### config.mk
export PLATFORM = sky130hd
export DESIGN_NAME = reg_writeback
export DESIGN_NICKNAME = d
export VERILOG_FILES = /design/src/rtl/reg_writeback.sv
export SDC_FILE = /design/constraint.sdc
export NUM_CORES = 1
export LEC_CHECK = 0
export BUFFER_PORTS_ARGS = -buffer_cell sky130_fd_sc_hd__buf_4
export CORE_UTILIZATION = 40
export CTS_BUF_LIST = sky130_fd_sc_hd__clkbuf_4
export CTS_CLUSTER_DIAMETER = 200
export CTS_CLUSTER_SIZE = 30
export DETAILED_ROUTE_END_ITERATION = 8
export PLACE_DENSITY = 0.67
export SLEW_MARGIN = 25
export SYNTH_ARGS = -nofsm -noshare
export SYNTH_HDL_FRONTEND = slang
export SYNTH_SLANG_ARGS = --single-unit
### constraint.sdc
create_clock -name clk -period 1.8 [get_ports clk]
set_input_delay 0.54 -clock clk [delete_from_list [all_inputs] [get_ports clk]]
set_output_delay 0.54 -clock clk [all_outputs]
set_load 0.1 [all_outputs]
### src/rtl/reg_writeback.sv
// Register-file writeback unit: owns R0-R3, writes one or two results per transaction.
// Optional WB_BYPASS_EN forwards in-flight write data onto the read ports.
module reg_writeback #(
    parameter int DW = 8
) (
    input  logic          clk,
    input  logic          rst_n,
    input  logic [15:0]   ir,
    input  logic          wb_valid,
    output logic          wb_ready,
    input  logic          wb_dual,
    input  logic [DW-1:0] res_x,
    input  logic [DW-1:0] res_y,
    output logic [DW-1:0] R0,
    output logic [DW-1:0] R1,
    output logic [DW-1:0] R2,
    output logic [DW-1:0] R3,
    input  logic [1:0]    rd_sel_x,
    input  logic [1:0]    rd_sel_y,
    output logic [DW-1:0] rd_x,
    output logic [DW-1:0] rd_y,
    output logic          busy,
    output logic          done
);

    typedef enum logic [1:0] {
        IDLE = 2'd0,
        WR_X = 2'd1,
        WR_Y = 2'd2
    } state_t;

    state_t              state_q, state_d;
    logic [1:0]          dst_x_q, dst_x_d;
    logic [1:0]          dst_y_q, dst_y_d;
    logic [DW-1:0]       res_x_q, res_x_d;
    logic [DW-1:0]       res_y_q, res_y_d;
    logic                dual_q, dual_d;
    logic                nop_q, nop_d;
    logic                done_q, done_d;
    logic [3:0][DW-1:0]  regs_q, regs_d;

    logic                unused_ir;
    assign unused_ir = ^ir[7:0];

    always_comb begin
        state_d = state_q;
        dst_x_d = dst_x_q;
        dst_y_d = dst_y_q;
        res_x_d = res_x_q;
        res_y_d = res_y_q;
        dual_d  = dual_q;
        nop_d   = nop_q;
        regs_d  = regs_q;
        done_d  = 1'b0;
        unique case (state_q)
            IDLE: begin
                if (wb_valid) begin
                    dst_x_d = ir[11:10];
                    dst_y_d = ir[9:8];
                    res_x_d = res_x;
                    res_y_d = res_y;
                    dual_d  = wb_dual;
                    nop_d   = (ir[15:12] == 4'h0);
                    state_d = WR_X;
                end
            end
            WR_X: begin
                if (!nop_q) begin
                    regs_d[dst_x_q] = res_x_q;
                end
                if (dual_q && !nop_q) begin
                    state_d = WR_Y;
                end else begin
                    state_d = IDLE;
                    done_d  = 1'b1;
                end
            end
            WR_Y: begin
                // Second write lands last, so it wins when dst_x == dst_y.
                regs_d[dst_y_q] = res_y_q;
                done_d          = 1'b1;
                state_d         = IDLE;
            end
            default: state_d = IDLE;
        endcase
    end

    always_ff @(posedge clk or negedge rst_n) begin
        if (!rst_n) begin
            state_q <= IDLE;
            dst_x_q <= '0;
            dst_y_q <= '0;
            res_x_q <= '0;
            res_y_q <= '0;
            dual_q  <= 1'b0;
            nop_q   <= 1'b0;
            done_q  <= 1'b0;
            regs_q  <= '0;
        end else begin
            state_q <= state_d;
            dst_x_q <= dst_x_d;
            dst_y_q <= dst_y_d;
            res_x_q <= res_x_d;
            res_y_q <= res_y_d;
            dual_q  <= dual_d;
            nop_q   <= nop_d;
            done_q  <= done_d;
            regs_q  <= regs_d;
        end
    end

    always_comb begin
        rd_x = regs_q[rd_sel_x];
        rd_y = regs_q[rd_sel_y];
`ifdef WB_BYPASS_EN
        // Only the write happening this cycle is forwarded.
        if (state_q == WR_X && !nop_q && rd_sel_x == dst_x_q) begin
            rd_x = res_x_q;
        end else if (state_q == WR_Y && rd_sel_x == dst_y_q) begin
            rd_x = res_y_q;
        end
        if (state_q == WR_X && !nop_q && rd_sel_y == dst_x_q) begin
            rd_y = res_x_q;
        end else if (state_q == WR_Y && rd_sel_y == dst_y_q) begin
            rd_y = res_y_q;
        end
`endif
    end

    assign R0       = regs_q[0];
    assign R1       = regs_q[1];
    assign R2       = regs_q[2];
    assign R3       = regs_q[3];
    assign busy     = (state_q != IDLE);
    assign wb_ready = (state_q == IDLE);
    assign done     = done_q;

endmodule

==> metrics.txt <==
sequential element share of the synthesized area 48.4%; CP max stage cell mux4_2; Max Root-Sink Buffers 2; WL final 8.13 mm; Placement Setup Slack -0.277 ns; skew final 0.0135 ns; Fin. Hold Viols 0; CP peak stage delay between 0.4 and 0.5 ns; Root Buffer clkbuf_4; gpl congestion 0.761; IO Port Bufs 82; Crit path required time 1.26 ns; CTS tree built; Async SR Flop Fraction 100%; CTS H-tree depth 3; Cell variety after synth 29; Tightest Pin Transition 0.393 ns; dpl cells 388; share of cells above drive strength 1 68.7%; Total GRT Usage 22.5%; delay-heaviest family, CP multiplexers; Max-Cap Viols 0; Worst EP arrival 1.54 ns; wire per inst roughly 19 um; Die X 87.9 um; total gr overflow 0; Nets 381; CTS Buf Count 9; drt initial violations 97; Yosys reg bits 57; Placement Cell Area roughly 3800 sq um; pin count of the biggest net entering global routing 58; Initial DRT Pass Iterations 5; failing checks setup timing; status finished, violations left; Max Slew Vio Count 0; synth warn 0; area grow syn2layout 48.2%; Syn Nets 249; Ports 91; Rel. slew slack 73.7%; WP buf/inv 1; # DRC 0; hold crit path type in2async; Fillers 545; Worst-path clk slew 0.10 ns; CP Class reg2out; DIE AREA around 7700 sq um; core area 6940 sq um; Clock Latency Late Sink 0.41 ns; Syn Area/Cell 14.3 sq um; Post-synth EDFFs 0; antenna viol nets, final 0; maximum clock rate 482 MHz; main flop type after synthesis dfrtp_1; fin area 4370 sq um; Final Non-Filler Cells 438; clk sinks 57; vias in the first global route 2,404; Die H roughly 90 um; CP max FO 4; CP Cell Sequence mux4_2 -> buf_12; initial antenna violation count 0; final setup margin -0.275 ns; Post-Syn Area 2950 sq um; CP Launch Type flop; critical path capture point type output pin; n_diodes 0; Detailed Place HPWL 5.27 mm; first-pass GRT wire length 12.6 mm; fin crit share 115%; Post-Syn Instances between 200 and 250; row count 30; Via density 5.62; Final Setup Violations 17; RSZ-0062 raised after global routing yes; routed via count ~2,500; Starting Density 42.5%; min Tclk post-route 2.08 ns
==> path summary, 6_finish.rpt <==
| check | start | endpoint | slack, ns | depth (start not counted) |
|---|---|---|---|---|
| max in group asynchronous | rst_n | R3[0] | 1.41 | 2 |
| min | rst_n | R0[1] | 0.1 | 2 |
| max reg2reg | state_q[0] | R3[4] | 0.04 | 7 |
| max | R2[2] | rd_x[2] | -0.28 | 2 |
| min reg2reg | dual_q | dual_q | 0.52 | 1 |
| min in group clk | wb_dual | dual_q | 0.35 | 2 |
==> routing by layer <==
metal | wire length (um) | global-route usage [%]
met1 | 3480 | 30.4
met2 | 3960 | 34.9
met3 | 561 | 4.71
met4 | 123 | 10.3
met5 | 0 | 0
==> area by class of cell <==
class / count / area [sq um] / share of cell area [%]
clock buffers: 9 / 67.6 / 1.55
clock inverters: 6 / 26.3 / 0.601
inverters: 3 / 15.0 / 0.344
multi-input cells: 131 / 1450 / 33.3
flip-flops and latches: 57 / 1470 / 33.6
well taps: 96 / 120 / 2.75
repair buffers: 136 / 1220 / 27.9
==> per-stage QoR <==
step           setup TNS [ns]  utilization [%]  hold slack (ns)
6_report                -4.31             62.9           0.0988
3_5_place_dp            -4.24             55.0            0.499
5_1_grt                 -5.17             62.9            0.106
2_1_floorplan           -2.63                -            0.244
4_1_cts                 -4.41             61.7            0.109
3_3_place_gp            -4.14             55.0            0.494
==> worst register-to-register path, cell delays in order, from the launching register on <==
cell and delay, ns:
dfrtp_1 0.40, buf_4 0.14, buf_4 0.13, ha_1 0.24, or2_4 0.27, buf_4 0.17
o211ai_4 0.18, o2bb2ai_1 0.18
==> state kept, by name (all words and copies together), names as in the netlist <==
| name | count |
|---|---|
| R0 | 8 |
| R1 | 8 |
| R2 | 8 |
| R3 | 8 |
| res_x_q | 8 |
| res_y_q | 8 |
| dst_x_q | 2 |
| dst_y_q | 2 |
| state_q | 2 |
| done | 1 |
| dual_q | 1 |
| nop_q | 1 |
==> layout by cell type, fill, tap and decap left out, types with 2 or more instances in the layout <==
cell type  instances
dfrtp_1           25
mux4_2            16
dfrtp_2           32
clkinv_1           3
nor3b_4            3
buf_6             13
o211ai_4           3
ha_4               2
clkbuf_4           9
mux2_2            21
nor2_1             3
a22oi_1           32
nand2_1            2
inv_2              2
clkinv_2           3
nand2_2            2
nor2b_1            2
buf_12            12
o2bb2ai_1         31
and3b_1            2
buf_4            111
==> cells by family (layout without fill, tap and decap cells) <==
logic type | after synthesis | after routing | synth area share, %
mux | 37 | 37 | 20.2
flops | 57 | 57 | 48.4
compound gates | 71 | 71 | 20.9
buf+inv | 18 | 154 | 3.48
simple gates | 20 | 20 | 5.77
fa+ha+maj | 3 | 3 | 1.27
==> cells in the mapped netlist, types with 2 or more instances <==
cell | number | area share (%)
a22oi_1 | 32 | 8.1
nor2b_1 | 2 | 0.42
buf_1 | 2 | 0.25
buf_4 | 5 | 1.3
nor2_1 | 3 | 0.38
ha_1 | 3 | 1.3
nand2_1 | 2 | 0.25
buf_2 | 6 | 1.0
mux4_2 | 16 | 12
nand2_2 | 2 | 0.42
o211ai_4 | 3 | 2.2
nor3b_4 | 3 | 1.9
mux2_2 | 21 | 8.0
dfrtp_1 | 57 | 48
inv_1 | 3 | 0.38
o2bb2ai_1 | 32 | 9.5
and3b_1 | 2 | 0.59
==> what timing repair did <==
item	4_1_cts	5_1_grt
hold buffers	0	0
gates resized for setup	39	10
setup endpoints to repair	24	27
setup buffers	30	5
pin swaps	2	2
Power is not shown: default switching activity piles up to over one toggle a cycle in this logic, so the estimate is an artifact.
